### src/rtl/imm_instr_encoder_loader_if.sv
// Request stream and instruction-memory write bus of the immediate encoder/loader.
// The producer of encode requests is the master; the loader is the slave.
interface imm_instr_encoder_loader_if #(
    parameter int ADDR_W = 10
);
    logic              in_valid;
    logic              in_ready;
    logic              is_branch;
    logic [6:0]        opcode;
    logic [4:0]        rd;
    logic [4:0]        rs1;
    logic [4:0]        rs2;
    logic [2:0]        funct3;
    logic [31:0]       imm;
    logic              last;

    logic              mem_we;
    logic [ADDR_W-1:0] mem_addr;
    logic [31:0]       mem_wdata;

    modport master (
        output in_valid, is_branch, opcode, rd, rs1, rs2, funct3, imm, last,
        input  in_ready, mem_we, mem_addr, mem_wdata
    );

    modport slave (
        input  in_valid, is_branch, opcode, rd, rs1, rs2, funct3, imm, last,
        output in_ready, mem_we, mem_addr, mem_wdata
    );
endinterface

### src/rtl/imm_instr_encoder_loader.sv
// Packs fields plus a signed 12-bit immediate into I-type or B-type words and
// writes them sequentially into instruction memory from a programmable base.
module imm_instr_encoder_loader #(
    parameter int ADDR_W = 10,
    parameter int CNT_W  = 16
) (
    input  logic                clk,
    input  logic                rst,
    input  logic                start,
    input  logic [ADDR_W-1:0]   base_addr,
    imm_instr_encoder_loader_if.slave bus,
    output logic                busy,
    output logic                done,
    output logic                range_err,
    output logic [CNT_W-1:0]    count
);

    typedef enum logic [1:0] {
        IDLE  = 2'd0,
        RUN   = 2'd1,
        FLUSH = 2'd2,
        DONE  = 2'd3
    } state_t;

    state_t            state_q,     state_d;
    logic [ADDR_W-1:0] ptr_q,       ptr_d;
    logic [CNT_W-1:0]  count_q,     count_d;
    logic              in_ready_q,  in_ready_d;
    logic              busy_q,      busy_d;
    logic              done_q,      done_d;
    logic              range_err_q, range_err_d;
    logic              mem_we_q,    mem_we_d;
    logic [ADDR_W-1:0] mem_addr_q,  mem_addr_d;
    logic [31:0]       mem_wdata_q, mem_wdata_d;

    logic              accept;
    logic              imm_legal;
    logic [31:0]       enc_word;

    assign accept = bus.in_valid & in_ready_q;

    // Fits in 12 signed bits iff the bits above the sign bit all copy it.
    assign imm_legal = (&bus.imm[31:11]) | ~(|bus.imm[31:11]);

    always_comb begin
        if (bus.is_branch) begin
            enc_word = {bus.imm[11], bus.imm[9:4], bus.rs2, bus.rs1, bus.funct3,
                        bus.imm[3:0], bus.imm[10], bus.opcode};
        end else begin
            enc_word = {bus.imm[11:0], bus.rs1, bus.funct3, bus.rd, bus.opcode};
        end
    end

    always_comb begin
        // NOTE: every signal gets a default before the case so no path leaves
        // it unassigned; that is what keeps this block free of latches.
        state_d     = state_q;
        ptr_d       = ptr_q;
        count_d     = count_q;
        done_d      = 1'b0;
        range_err_d = range_err_q;
        mem_we_d    = 1'b0;
        mem_addr_d  = mem_addr_q;
        mem_wdata_d = mem_wdata_q;

        case (state_q)
            IDLE, DONE: begin
                if (start) begin
                    state_d     = RUN;
                    ptr_d       = {base_addr[ADDR_W-1:2], 2'b00};
                    count_d     = '0;
                    range_err_d = 1'b0;
                end else begin
                    state_d = IDLE;
                end
            end
            RUN: begin
                if (accept) begin
                    if (imm_legal) begin
                        mem_we_d    = 1'b1;
                        mem_addr_d  = ptr_q;
                        mem_wdata_d = enc_word;
                        ptr_d       = ptr_q + ADDR_W'(4);
                        count_d     = (&count_q) ? count_q : count_q + CNT_W'(1);
                        if (bus.last) begin
                            state_d = FLUSH;
                            done_d  = 1'b1;
                        end
                    end else begin
                        // Abort: the offending request is dropped, nothing is written.
                        state_d     = DONE;
                        range_err_d = 1'b1;
                        done_d      = 1'b1;
                    end
                end
            end
            FLUSH: begin
                state_d = DONE;
            end
            default: begin
                state_d = IDLE;
            end
        endcase

        in_ready_d = (state_d == RUN);
        busy_d     = (state_d == RUN) || (state_d == FLUSH);
    end

    always_ff @(posedge clk) begin
        // NOTE: registers use non-blocking assignment so every flop samples the
        // pre-edge value of the others, independent of statement order.
        if (rst) begin
            state_q     <= IDLE;
            ptr_q       <= '0;
            count_q     <= '0;
            in_ready_q  <= 1'b0;
            busy_q      <= 1'b0;
            done_q      <= 1'b0;
            range_err_q <= 1'b0;
            mem_we_q    <= 1'b0;
            mem_addr_q  <= '0;
            mem_wdata_q <= '0;
        end else begin
            state_q     <= state_d;
            ptr_q       <= ptr_d;
            count_q     <= count_d;
            in_ready_q  <= in_ready_d;
            busy_q      <= busy_d;
            done_q      <= done_d;
            range_err_q <= range_err_d;
            mem_we_q    <= mem_we_d;
            mem_addr_q  <= mem_addr_d;
            mem_wdata_q <= mem_wdata_d;
        end
    end

    assign bus.in_ready  = in_ready_q;
    assign bus.mem_we    = mem_we_q;
    assign bus.mem_addr  = mem_addr_q;
    assign bus.mem_wdata = mem_wdata_q;
    assign busy          = busy_q;
    assign done          = done_q;
    assign range_err     = range_err_q;
    assign count         = count_q;

endmodule
### src/flat_wrapper.sv
// flat-port wrapper written by rule: the top's interface ports become plain ports
module imm_instr_encoder_loader_flat 
#(
    parameter int ADDR_W = 10,
    parameter int CNT_W  = 16
)
  (clk, rst, start, base_addr, busy, done, range_err, count, bus_in_valid, bus_is_branch, bus_opcode, bus_rd, bus_rs1, bus_rs2, bus_funct3, bus_imm, bus_last, bus_in_ready, bus_mem_we, bus_mem_addr, bus_mem_wdata);
  imm_instr_encoder_loader_if #(.ADDR_W(ADDR_W)) bus_i ();
  input  logic clk;
  input  logic rst;
  input  logic start;
  input  logic [ADDR_W-1:0] base_addr;
  output logic busy;
  output logic done;
  output logic range_err;
  output logic [CNT_W-1:0] count;
  input wire logic [$bits(bus_i.in_valid)-1:0] bus_in_valid;
  input wire logic [$bits(bus_i.is_branch)-1:0] bus_is_branch;
  input wire logic [$bits(bus_i.opcode)-1:0] bus_opcode;
  input wire logic [$bits(bus_i.rd)-1:0] bus_rd;
  input wire logic [$bits(bus_i.rs1)-1:0] bus_rs1;
  input wire logic [$bits(bus_i.rs2)-1:0] bus_rs2;
  input wire logic [$bits(bus_i.funct3)-1:0] bus_funct3;
  input wire logic [$bits(bus_i.imm)-1:0] bus_imm;
  input wire logic [$bits(bus_i.last)-1:0] bus_last;
  output wire logic [$bits(bus_i.in_ready)-1:0] bus_in_ready;
  output wire logic [$bits(bus_i.mem_we)-1:0] bus_mem_we;
  output wire logic [$bits(bus_i.mem_addr)-1:0] bus_mem_addr;
  output wire logic [$bits(bus_i.mem_wdata)-1:0] bus_mem_wdata;
  assign bus_i.in_valid = bus_in_valid;
  assign bus_i.is_branch = bus_is_branch;
  assign bus_i.opcode = bus_opcode;
  assign bus_i.rd = bus_rd;
  assign bus_i.rs1 = bus_rs1;
  assign bus_i.rs2 = bus_rs2;
  assign bus_i.funct3 = bus_funct3;
  assign bus_i.imm = bus_imm;
  assign bus_i.last = bus_last;
  assign bus_in_ready = bus_i.in_ready;
  assign bus_mem_we = bus_i.mem_we;
  assign bus_mem_addr = bus_i.mem_addr;
  assign bus_mem_wdata = bus_i.mem_wdata;
  imm_instr_encoder_loader #(.ADDR_W(ADDR_W), .CNT_W(CNT_W)) u_core (.clk(clk), .rst(rst), .start(start), .base_addr(base_addr), .bus(bus_i), .busy(busy), .done(done), .range_err(range_err), .count(count));
endmodule
### config.mk
export PLATFORM = sky130hd
export DESIGN_NAME = imm_instr_encoder_loader_flat
export DESIGN_NICKNAME = d
export VERILOG_FILES = /design/src/rtl/imm_instr_encoder_loader_if.sv /design/src/rtl/imm_instr_encoder_loader.sv /design/src/flat_wrapper.sv
export SDC_FILE = /design/constraint.sdc
export NUM_CORES = 1
export LEC_CHECK = 0
export CORE_ASPECT_RATIO = 1.1
export CORE_MARGIN = 2
export CORE_UTILIZATION = 35
export CTS_BUF_LIST = sky130_fd_sc_hd__clkbuf_8 sky130_fd_sc_hd__clkbuf_16
export DETAILED_ROUTE_END_ITERATION = 8
export PLACE_DENSITY = 0.69
export SLEW_MARGIN = 5
export SYNTH_ARGS = -nofsm -noshare
export SYNTH_HDL_FRONTEND = slang
export SYNTH_SLANG_ARGS = --single-unit
### constraint.sdc
create_clock -name clk -period 2.11 [get_ports clk]
set_input_delay 0.211 -clock clk [delete_from_list [all_inputs] [get_ports clk]]
set_output_delay 0.211 -clock clk [all_outputs]
set_load 0.02 [all_outputs]
==> run summary <==
Clock slew at reported path FFs: 80 ps
DR iter-0 viols: 113
Synthesized instance count: 409
Total power: 2880 uW
Initial Util: 0.355
Die height: 108 um
Worst setup SP type: input port
CORE AREA: 0.00975 mm^2
Die X: 98.8 um
Final nets: 640
Crit path time final: 2000 ps
Peak VDD IR: 0.391 mV
Clk_lat worst skew: 350 ps
WL final: 10600 um
YS warnings: 0
Mean routed wirelength per cell: 15.5 um
Worst Setup Path Type: in -> reg
Clock root cell: clkbuf_8
# fillers: 903
Grt ovf: 0
HPWL Detailed: 8040 um
Placed cell count: 668
Worst R2R Path Depth: 8
Worst r2r src: u_core.state_q[0]
Buffers on Ports: 131
Vias: 3692
Via density: 5.38
Cell taking the most area after synthesis: dfxtp_1
Vias in the first global route: 3661
Fmax: 499 MHz
R2r setup slk: 160 ps
Largest net degree at the start of global routing: 39
Worst Skew: 11.4 ps
Final Wtd Congestion: 0.875
Synth top area cells: dfxtp_1, nand2_1, mux2i_1
Status: completed
Yosys cell types: 53
CTS tree: built
CP max FO: 2
Fin worst setup slack: 106 ps
Syn Area/Cell: 8.46 um^2
Area of the mapped netlist: 0.00346 mm^2
DRT Pass-1 Iters: 4
Worst Hold Class: in -> reg
Boundary Pins: 136
Hold depth: 4
Max Buffers Root-to-Sink: 2
Area grow syn2layout: 54.4%
Rows: 38
CTS H-tree depth: 3
WP data required: 2390 ps
DRC violations left: 0
Leakage: 0.00204 uW
RSZ-0062 raised after global routing: no
FF+latch count, synth: 71
DIE AREA: 0.0107 mm^2
GRT Overall Usage: 0.200
Final setup vio count: 0
Final Hold Fails: 0
Critical path arrival: 2280 ps
Setup tns final: 0 ps
Source of the worst hold timing path: rst
Worst Hold End: u_core.count[5]
Ys flop type: dfxtp_1
Synth top area share: 0.411
PD cells: 540 mW/mm^2
Share of flip-flops with an asynchronous set or reset: 0
Max cap viols: 0
CTS buffer count: 9
First-pass GRT wire length: 17400 um
Slew Viols, Final: 0
RR Endpoint: u_core.count[2]
Share of cells above drive strength 1: 0.124
Placement Setup Slack: -316 ps
Crit. End Element: flop
Final non-filler cell total: 686
Routed Antenna Nets: 0
Ant diodes: 0
Post-synthesis sequential area ratio: 0.411
Crit share post-route: 0.950
Post-synth EDFFs: 0
Final design utilization: 0.548
Sink Count: 71
Initial antenna violation count: 0
==> routing by layer <==
layer	vias to the layer above	wire length [um]	share of wire	global-route usage
met2	122	5240	0.49	0.348
li1	1808	-	-	-
met3	20	828	0.078	0.0724
met4	0	208	0.020	0.0685
met5	-	0	0	0
met1	1742	4360	0.41	0.226
==> critical path: stages <==
cell	delay (ps)
clkdlybuf4s50_1	480
nand4_1	110
or4_4	450
o22a_1	200
o211a_1	250
a221oi_2	220
ha_1	270
nor2_1	90
==> what timing repair did <==
item,4_1_cts,5_1_grt
resized for setup,1,22
pin swaps,0,8
hold buffers,0,0
setup buffers,0,3
endpoints found under the setup margin,3,19
==> kinds of logic after synthesis <==
group                    after synthesis  share of synthesized area
AO/OA/AOI/OAI                        114                      0.221
adder cells (fa/ha/maj)                5                     0.0181
AND/OR/NAND/NOR                      160                      0.232
other                                  1                    0.00108
buffers and inverters                 37                     0.0564
flip-flops                            71                      0.411
multiplexers                          21                     0.0607
==> Yosys cell counts, drive strengths merged, types with 3 or more instances <==
library cell  count
a211oi           22
a21o              7
a21oi            36
a22oi             3
a31oi            14
and3              7
and4              5
buf              12
clkbuf           15
dfxtp            71
ha                5
inv              10
mux2i            21
nand2            63
nand3            17
nand3b            3
nand4             6
nor2             30
nor3             10
nor4              4
o21ai            12
o22ai             4
or4               4
==> sequential cells by signal, summed over array words and instances, names as in the netlist <==
register and count:
u_core.bus.mem_wdata 32, u_core.range_err 1, u_core.count 16, u_core.state_q 2, u_core.bus.in_ready 1, u_core.bus.mem_addr 8
u_core.bus.mem_we 1, u_core.done 1, u_core.busy 1, u_core.ptr_q 8
==> report_power, final <==
group          total (uW)  switching [uW]  internal (uW)  leakage (uW)
logic                 429             200            230       0.00137
clock network        1060             529            535     0.0000871
registers            1390            27.0           1360      0.000574
total                2880             756           2130       0.00204
==> area by class of cell <==
type	count	area [um^2]	area share
Clock buffer	9	124	0.0232
Multi-Input combinational cell	302	1900	0.355
Inverter	10	37.5	0.00703
Sequential cell	71	1420	0.266
Timing Repair Buffer	168	1650	0.309
Clock inverter	6	62.6	0.0117
Tap cell	120	150	0.0281
==> how the worst max path moves through the flow <==
stage	slack, ps	depth (start not counted)	to	start
after global placement	-270	8	u_core.busy	bus_imm[28]
final	110	8	u_core.busy	bus_imm[24]
after detailed placement	-320	8	u_core.busy	bus_imm[28]
after global routing	5	8	u_core.busy	bus_imm[31]
after CTS	30	8	u_core.busy	bus_imm[28]
after floorplan	80	9	u_core.count[2]	u_core.state_q[0]
==> per-stage QoR <==
step	hold slack [ps]	instance area, um^2
after floorplan	347	3460
after global placement	442	5060
after detailed placement	449	5060
after CTS	319	5250
after global routing	357	5340
final	339	5340
==> cells in the final DEF, fill, tap and decap left out, types with 8 or more instances in the layout <==
master / synthesis / final
o21ai_0: 9 / 8
dlymetal6s2s_1: 0 / 11
nand2_1: 62 / 61
clkdlybuf4s50_1: 0 / 119
nand3_1: 17 / 17
dfxtp_1: 71 / 70
a31oi_1: 14 / 14
inv_1: 10 / 10
nor2_1: 29 / 28
clkbuf_8: 0 / 9
buf_4: 4 / 34
a21oi_1: 36 / 35
a211oi_1: 22 / 22
mux2i_1: 21 / 21
nor3_1: 9 / 8
No activity file was read; power rests on OpenSTA's default activity.
